## src/rtl/ne_adder3_layer_sched.sv

```systemverilog
// rtl/ne_adder3_layer_sched.sv - layer/iteration sequencer for the pipelined 3-input adder array
//
// Purpose: issues one block-column operand fetch per cycle for each layer,
// carries {valid, layer, col} tags alongside the adder pipeline, and emits
// write-back strobes aligned with the adder output. The pipeline is drained
// between layers, iterations repeat up to max_iter, and a syndrome pass at
// the end of an iteration stops the frame early.
//
// Ports:
//   clk, rst            clock, asynchronous active-high reset
//   start, max_iter     frame start (sampled in IDLE) and iteration limit (0 means 1)
//   hold                suspends operand issue; in-flight tags keep draining
//   syndrome_ok         parity check result, sampled at iteration end
//   rd_en/rd_layer/rd_col   operand fetch strobe and address
//   wr_en/wr_layer/wr_col   write-back strobe and address, 1+LAT cycles after the fetch
//   iter                current iteration index
//   busy, done, early   not-idle flag, one-cycle completion pulse, stopped-by-syndrome flag

module ne_adder3_layer_sched #(
    parameter int LAT    = 2,
    parameter int NCOL   = 24,
    parameter int NLAYER = 8,
    parameter int CW     = 5,
    parameter int LW     = 3,
    parameter int IW     = 5
) (
    input  logic          clk,
    input  logic          rst,
    input  logic          start,
    input  logic [IW-1:0] max_iter,
    input  logic          hold,
    input  logic          syndrome_ok,
    output logic          rd_en,
    output logic [LW-1:0] rd_layer,
    output logic [CW-1:0] rd_col,
    output logic          wr_en,
    output logic [LW-1:0] wr_layer,
    output logic [CW-1:0] wr_col,
    output logic [IW-1:0] iter,
    output logic          busy,
    output logic          done,
    output logic          early
);

    localparam int DEPTH = 1 + LAT;

    typedef enum logic [1:0] {
        S_IDLE  = 2'd0,
        S_ISSUE = 2'd1,
        S_LWAIT = 2'd2,
        S_DONE  = 2'd3
    } state_t;

    state_t          r_state;
    state_t          w_state_nxt;

    logic [IW-1:0]   r_max_iter;
    logic [IW-1:0]   r_iter;
    logic [LW-1:0]   r_layer;
    logic [CW-1:0]   r_col;
    logic            r_early;

    // Tag pipe: index 0 is the newest entry, DEPTH-1 drives the write-back.
    logic [DEPTH-1:0] r_pv;
    logic [LW-1:0]    r_pl [DEPTH];
    logic [CW-1:0]    r_pc [DEPTH];

    logic            w_rd_en;
    logic            w_start_acc;
    logic            w_col_adv;
    logic            w_layer_adv;
    logic            w_iter_adv;
    logic            w_set_early;
    logic            w_drain_soon;
    logic            w_drained;
    logic            w_last_col;
    logic            w_last_layer;
    logic            w_last_iter;

    // A new layer may start fetching once only the output stage is still
    // valid: that final write lands at the end of this cycle, before the
    // next layer's first fetch can read it back.
    assign w_drain_soon = ~|r_pv[DEPTH-2:0];
    // The syndrome must see every write of the iteration, so iteration end
    // waits until the whole pipe is empty (one cycle later).
    assign w_drained    = ~|r_pv;

    assign w_last_col   = (r_col == CW'(NCOL - 1));
    assign w_last_layer = (r_layer == LW'(NLAYER - 1));
    // eff_max = max(max_iter, 1)
    assign w_last_iter  = (r_max_iter == '0) ? (r_iter == '0)
                                             : (r_iter == r_max_iter - IW'(1));

    always_ff @(posedge clk or posedge rst) begin
        if (rst) begin
            r_state <= S_IDLE;
        end else begin
            r_state <= w_state_nxt;
        end
    end

    always_comb begin
        w_state_nxt = r_state;
        w_rd_en     = 1'b0;
        w_start_acc = 1'b0;
        w_col_adv   = 1'b0;
        w_layer_adv = 1'b0;
        w_iter_adv  = 1'b0;
        w_set_early = 1'b0;
        case (r_state)
            S_IDLE: begin
                if (start) begin
                    w_start_acc = 1'b1;
                    w_state_nxt = S_ISSUE;
                end
            end
            S_ISSUE: begin
                if (!hold) begin
                    w_rd_en   = 1'b1;
                    w_col_adv = 1'b1;
                    if (w_last_col) begin
                        w_state_nxt = S_LWAIT;
                    end
                end
            end
            S_LWAIT: begin
                if (!w_last_layer) begin
                    if (w_drain_soon) begin
                        w_layer_adv = 1'b1;
                        w_state_nxt = S_ISSUE;
                    end
                end else if (w_drained) begin
                    if (syndrome_ok) begin
                        w_set_early = 1'b1;
                        w_state_nxt = S_DONE;
                    end else if (w_last_iter) begin
                        w_state_nxt = S_DONE;
                    end else begin
                        w_iter_adv  = 1'b1;
                        w_state_nxt = S_ISSUE;
                    end
                end
            end
            S_DONE: begin
                w_state_nxt = S_IDLE;
            end
            default: begin
                w_state_nxt = S_IDLE;
            end
        endcase
    end

    always_ff @(posedge clk or posedge rst) begin
        if (rst) begin
            r_max_iter <= '0;
            r_iter     <= '0;
            r_layer    <= '0;
            r_col      <= '0;
            r_early    <= 1'b0;
        end else begin
            if (w_start_acc) begin
                r_max_iter <= max_iter;
                r_iter     <= '0;
                r_layer    <= '0;
                r_col      <= '0;
                r_early    <= 1'b0;
            end
            if (w_col_adv) begin
                r_col <= w_last_col ? '0 : r_col + CW'(1);
            end
            if (w_layer_adv) begin
                r_layer <= r_layer + LW'(1);
            end
            if (w_iter_adv) begin
                r_iter  <= r_iter + IW'(1);
                r_layer <= '0;
            end
            if (w_set_early) begin
                r_early <= 1'b1;
            end
        end
    end

    always_ff @(posedge clk or posedge rst) begin
        if (rst) begin
            r_pv <= '0;
            for (int i = 0; i < DEPTH; i++) begin
                r_pl[i] <= '0;
                r_pc[i] <= '0;
            end
        end else begin
            r_pv    <= {r_pv[DEPTH-2:0], w_rd_en};
            r_pl[0] <= r_layer;
            r_pc[0] <= r_col;
            for (int i = 1; i < DEPTH; i++) begin
                r_pl[i] <= r_pl[i-1];
                r_pc[i] <= r_pc[i-1];
            end
        end
    end

    assign rd_en    = w_rd_en;
    assign rd_layer = r_layer;
    assign rd_col   = r_col;
    assign wr_en    = r_pv[DEPTH-1];
    assign wr_layer = r_pl[DEPTH-1];
    assign wr_col   = r_pc[DEPTH-1];
    assign iter     = r_iter;
    assign busy     = (r_state != S_IDLE);
    assign done     = (r_state == S_DONE);
    assign early    = r_early;

endmodule

```

## config.mk

```make
export PLATFORM = sky130hd
export DESIGN_NAME = ne_adder3_layer_sched
export DESIGN_NICKNAME = d
export VERILOG_FILES = /design/src/rtl/ne_adder3_layer_sched.sv
export SDC_FILE = /design/constraint.sdc
export NUM_CORES = 1
export LEC_CHECK = 0
export CELL_PAD_IN_SITES_DETAIL_PLACEMENT = 0
export CELL_PAD_IN_SITES_GLOBAL_PLACEMENT = 1
export CORE_ASPECT_RATIO = 0.75
export CORE_MARGIN = 1.5
export CORE_UTILIZATION = 35
export CTS_CLUSTER_DIAMETER = 150
export DETAILED_ROUTE_END_ITERATION = 6
export DONT_BUFFER_PORTS = 1
export PLACE_DENSITY = 0.62
export SLEW_MARGIN = 5
export SYNTH_ARGS = -nofsm -noshare
export SYNTH_HDL_FRONTEND = slang
export SYNTH_SLANG_ARGS = --single-unit
```

## constraint.sdc

```tcl
create_clock -name clk -period 3.4 [get_ports clk]
set_input_delay 0.51 -clock clk [delete_from_list [all_inputs] [get_ports clk]]
set_output_delay 0.51 -clock clk [all_outputs]
set_load 0.05 [all_outputs]
```

After elaboration in Yosys (flattened, before gate mapping)
Index checks and enable logic that the tools add are counted.
Storage, ports and cells
  logic and storage cells: 74
  bits in registers: 48
  output and inout port bits: 26
Operators by class
  reductions and logical operators: 11
  equal/unequal tests: 11
  add/sub/neg operators: 4
  mux-type cells: 35
Operators with widths (number)
  $mux 5: 4
  $mux 1: 19
  $mux 2: 8
  $add 5x1->5 const B: 2
  $logic_not 5->1: 2
  $mux 3: 3
  $pmux 2 s4: 1
  $reduce_bool 2->1: 4
  $ne 2x2->1 const B: 3
  $ne 3x3->1 const B: 2
  $eq 5x5->1: 1
  $eq 5x5->1 const B: 1
  $reduce_and 5->1: 1
  $sub 5x1->5 const B: 1
  $eq 2x2->1 const B: 2
  $add 3x1->3 const B: 1
  $eq 3x3->1 const B: 1
  $reduce_bool 3->1: 1
  $reduce_or 3->1: 1
  $eq 2x1->1 const B: 1
  $logic_not 2->1: 1
  $reduce_or 2->1: 1

Depth between registers and ports, before layout
  depth in word-level cells: 9
  mapped depth: 9
  depth with buffers taken out: 8

Worst setup path before layout
No wires, ideal clock.
  path type: reg-to-reg
  start: reg r_iter[0], in the netlist iter[0]
  end: reg r_iter[1], in the netlist iter[1]
  path buffers: 1
  path slack: 1.437 ns
  stages on the path, launching flop included: 8
  arrival: 1.838 ns
  setup time: 0.125 ns
  path through: dfrtp_1 > inv_1 > ha_1 > a31oi_1 > o21ai_2 > or2_1 > buf_6 > mux2_4
Between the ends
  longest elaborated chain between the ends: 8
  elaborated cells between the ends (all ways): 11
  those cells by class: add/sub: 1; eq/ne: 1; mux: 7; reduce/logical: 2
RTL lines
  from (decl): line 58  | logic [IW-1:0] r_iter;
  from (signal assigned): line 175  | r_iter <= r_iter + IW'(1);
  $eq 5x5->1 / $logic_not 5->1 (equally long branches): line 92, 91
  $mux 1: line 91  | assign w_last_iter = (r_max_iter == '0) ? (r_iter == '0)
  $mux 1: line 136  | end else if (w_last_iter) begin
  $mux 1: line 133  | if (syndrome_ok) begin
  $mux 1: line 132  | end else if (w_drained) begin
  $mux 1: line 127  | if (!w_last_layer) begin
  $mux 1: line 110  | case (r_state)
  $mux 5 / $reduce_bool 2->1 (equally long branches)
Parallel ways exist; a longest one is shown, timed or not.
A chain may end at the register's enable or synchronous reset.

Final worst setup path
  start: reg r_layer[1], in the netlist rd_layer[1]
  end: reg r_layer[0], in the netlist rd_layer[0]
Between the ends
  longest elaborated chain between the ends: 5
  elaborated cells between the ends (all ways): 8
  those cells by class: eq/ne: 1; mux: 6; reduce/logical: 1
RTL lines
  from (decl): line 59  | logic [LW-1:0] r_layer;
  from (signal assigned): line 172  | r_layer <= r_layer + LW'(1);
  $eq 3x3->1 *: line 89  | assign w_last_layer = (r_layer == LW'(NLAYER - 1));
  $mux 1: line 127
  $mux 1: line 110
  $mux 3: line 171  | if (w_layer_adv) begin
  $mux 3: line 174  | if (w_iter_adv) begin
Every way passes the cells marked *; elsewhere a longest branch is shown, timed or not.

==> results.sh <==
export IMPL_status="finished clean"
export IMPL_grt_antenna_before_repair=0
export IMPL_clk_latency_ns=0.30
export IMPL_grt_use_total=0.125
export IMPL_portBuffers=0
export IMPL_crit_fanout=6
export IMPL_cp_arrival_ns=2.39
export IMPL_place_area_um2=1950
export IMPL_io_pins=36
export IMPL_fin_setup_tns_ns=0
export IMPL_syn_num_nets=173
export IMPL_cap_viol_max_count=0
export IMPL_die_w_um=88.8
export IMPL_cts_resized=0
export IMPL_finalCriticalPeriod_ns=2.23
export IMPL_cts_sinks=48
export IMPL_worstRegToRegCells=5
export IMPL_final_cells=230
export IMPL_rsz0062_at_grt="no"
export IMPL_die_y_um=67.3
export IMPL_vdd_drop_max_uv=235
export IMPL_design_die_area_um2=5980
export IMPL_power_leakage_nw=0.935
export IMPL_place_congestion=0.823
export IMPL_drv_slew=0
export IMPL_synth_area_um2=1930
export IMPL_max_stage_delay_ns=0.70
export IMPL_drt_initial_drc_count=42
export IMPL_vias=1099
export IMPL_viasPerCell=4.78
export IMPL_clock_skew_ns=0.00617
export IMPL_n_antenna_cell=0
export IMPL_path_clk_slew_ns=0.09
export IMPL_grt_max_degree=49
export IMPL_cts_buffers=5
export IMPL_cts_setup_buffers=0
export IMPL_cp_slowest_cell="dfrtp_1"
export IMPL_utilization=0.382
export IMPL_cts_buffer_depth=2
export IMPL_cp_start_kind="register"
export IMPL_grt_pass1_vias=1122
export IMPL_worst_slew_pin_slew_ns=0.972
export IMPL_grt_pass1_wl_mm=5.54
export IMPL_endpoint="rd_layer[0]"
export IMPL_fin_crit_sh=0.656
export IMPL_grt_overflow=0
export IMPL_ys_seq_elements=48
export IMPL_placed_cells=222
export IMPL_crit_required_ns=3.56
export IMPL_cp_end_kind="register"
export IMPL_fmaxAchievable_ghz=0.448
export IMPL_rrSetupSlack_ns=1.17
export IMPL_cts_tree="built"
export IMPL_yosysTopAreaCellShare=0.622
export IMPL_cts_hold_fix_buffers=0
export IMPL_r2r_start="rd_layer[1]"
export IMPL_final_setup_viol_count=0
export IMPL_yosys_warnings=0
export IMPL_dr_pass1_iters=4
export IMPL_synth_seq_area_share=0.622
export IMPL_hpwl_mm=2.33
export IMPL_pwr_density_cell_nw_per_um2=721
export IMPL_root_buffer="clkbuf_8"
export IMPL_fin_area_um2=2030
export IMPL_synth_ff_type="dfrtp_1"
export IMPL_htreeDepth=2
export IMPL_wl_mm=3.30
export IMPL_p_total_mw=1.47
export IMPL_async_reset_ff_frac=1.00
export IMPL_synthCells=157
export IMPL_drc_errors=0
export IMPL_place_ws_ns=1.13
export IMPL_hold_class="in2async"
export IMPL_r2r_end="rd_layer[0]"
export IMPL_fin_ws_ns=1.17
export IMPL_fillerInstances=499
export IMPL_critPathLaunch="rd_layer[1]"
export IMPL_fin_hold_ws_ns=0.312
export IMPL_rows=23
export IMPL_avgRoutedWirePerCell_um=14.4
export IMPL_crit_chain="ha_1 -> ha_1 -> nand3b_1 -> o21ai_0 -> o21ai_0"
export IMPL_drive_above_1_share=0.123
export IMPL_relSlewSlack=0.351
export IMPL_avgSynthCellArea_um2=12.3
export IMPL_synth_largest_area_cell="dfrtp_1"
export IMPL_hold_violations=0
export IMPL_ant_nets=0
export IMPL_syn2layout_area_growth_pct=5.31
export IMPL_criticalPathCategory="reg2reg"
export IMPL_ys_types=36
export IMPL_start_util=0.363
export IMPL_core_um2=5320
export IMPL_synth_edf_count=0
export IMPL_ys_top_cells_by_area="dfrtp_1, ha_1, buf_4"
export IMPL_layout_nets=170
## synth_stat cells, types with 2 or more instances
master	instances
a21oi_1	3
inv_1	12
dfrtp_1	48
nand2_1	12
ha_1	6
o21ai_0	10
xor2_1	5
a211oi_1	2
nand3_1	3
xnor2_1	3
nand2b_1	4
o22ai_1	5
mux2_2	5
nor2_1	5
nand4b_1	2
nor3_1	2
nand3b_1	2
buf_4	9
mux2i_1	2
## final cells by class
cell class	instances	area, um^2	area share
Sequential cell	48	1200	0.590
Clock inverter	3	18.8	0.00923
Tap cell	75	93.8	0.0461
Multi-Input combinational cell	87	607	0.298
Clock buffer	5	68.8	0.0338
Inverter	12	45.0	0.0221
## worst max-delay path, delay by kind of cell (launching register included)
kind,cells,cell delay (ns)
adders and majority gates,2,0.46
AOI/OAI and AO/OA,2,0.77
and+or+nand+nor,1,0.15
DFF,1,0.70
## how the worst min path moves through the flow
stage | endpoint | slack (ns) | depth (start not counted)
6_report | r_pl[4] | 0.31 | 1
5_1_grt | r_max_iter[0] | 0.35 | 1
4_1_cts | wr_col[2] | 0.34 | 1
3_5_place_dp | r_pc[9] | 0.33 | 0
3_3_place_gp | wr_col[1] | 0.33 | 0
2_1_floorplan | r_pc[5] | 0.33 | 0
## flip-flops by register name (all words and copies together), names as in the netlist
| signal | cells |
|---|---|
| r_pc | 10 |
| r_pl | 6 |
| iter | 5 |
| r_max_iter | 5 |
| rd_col | 5 |
| wr_col | 5 |
| r_pv | 3 |
| rd_layer | 3 |
| wr_layer | 3 |
| r_state | 2 |
| early | 1 |
## cells in the final DEF (no fill, tap or decap), types with 2 or more instances in the layout
| cell | Yosys | final |
|---|---|---|
| a21oi_1 | 3 | 3 |
| nand2b_1 | 4 | 4 |
| o21ai_0 | 10 | 10 |
| nand2_1 | 12 | 12 |
| clkinv_2 | 0 | 2 |
| nand3b_1 | 2 | 2 |
| o22ai_1 | 5 | 5 |
| ha_1 | 6 | 6 |
| a211oi_1 | 2 | 2 |
| nor2_1 | 5 | 5 |
| inv_1 | 12 | 11 |
| nor3_1 | 2 | 2 |
| mux2i_1 | 2 | 2 |
| nand3_1 | 3 | 3 |
| clkbuf_8 | 0 | 5 |
| mux2_2 | 5 | 5 |
| dfrtp_1 | 48 | 48 |
| xor2_1 | 5 | 5 |
| nand4b_1 | 2 | 2 |
| xnor2_1 | 3 | 3 |
## metal layers
metal  wire length [um]  GRT usage
met1               1570      0.167
met4                 62     0.0527
met2               1450      0.186
met3                221     0.0440
met5                  0          0
## kinds of logic (layout without fill, tap and decap cells)
group	count (synthesis)	count (layout)	synth area share
AOI/OAI and AO/OA	28	28	0.0913
xor gates and xnor gates	8	8	0.0363
adders and majority gates	6	6	0.0389
buffers and inverters	22	20	0.0641
DFF	48	48	0.622
muxes	8	8	0.0473
and+or+nand+nor	37	37	0.100
## power breakdown
part           switching (mW)  internal [mW]  leakage, nW  total (mW)
clock network           0.189          0.144       0.0479       0.333
logic                   0.109         0.0959        0.257       0.205
registers               0.251          0.678        0.631       0.929
(Power assumes the default switching activity.)
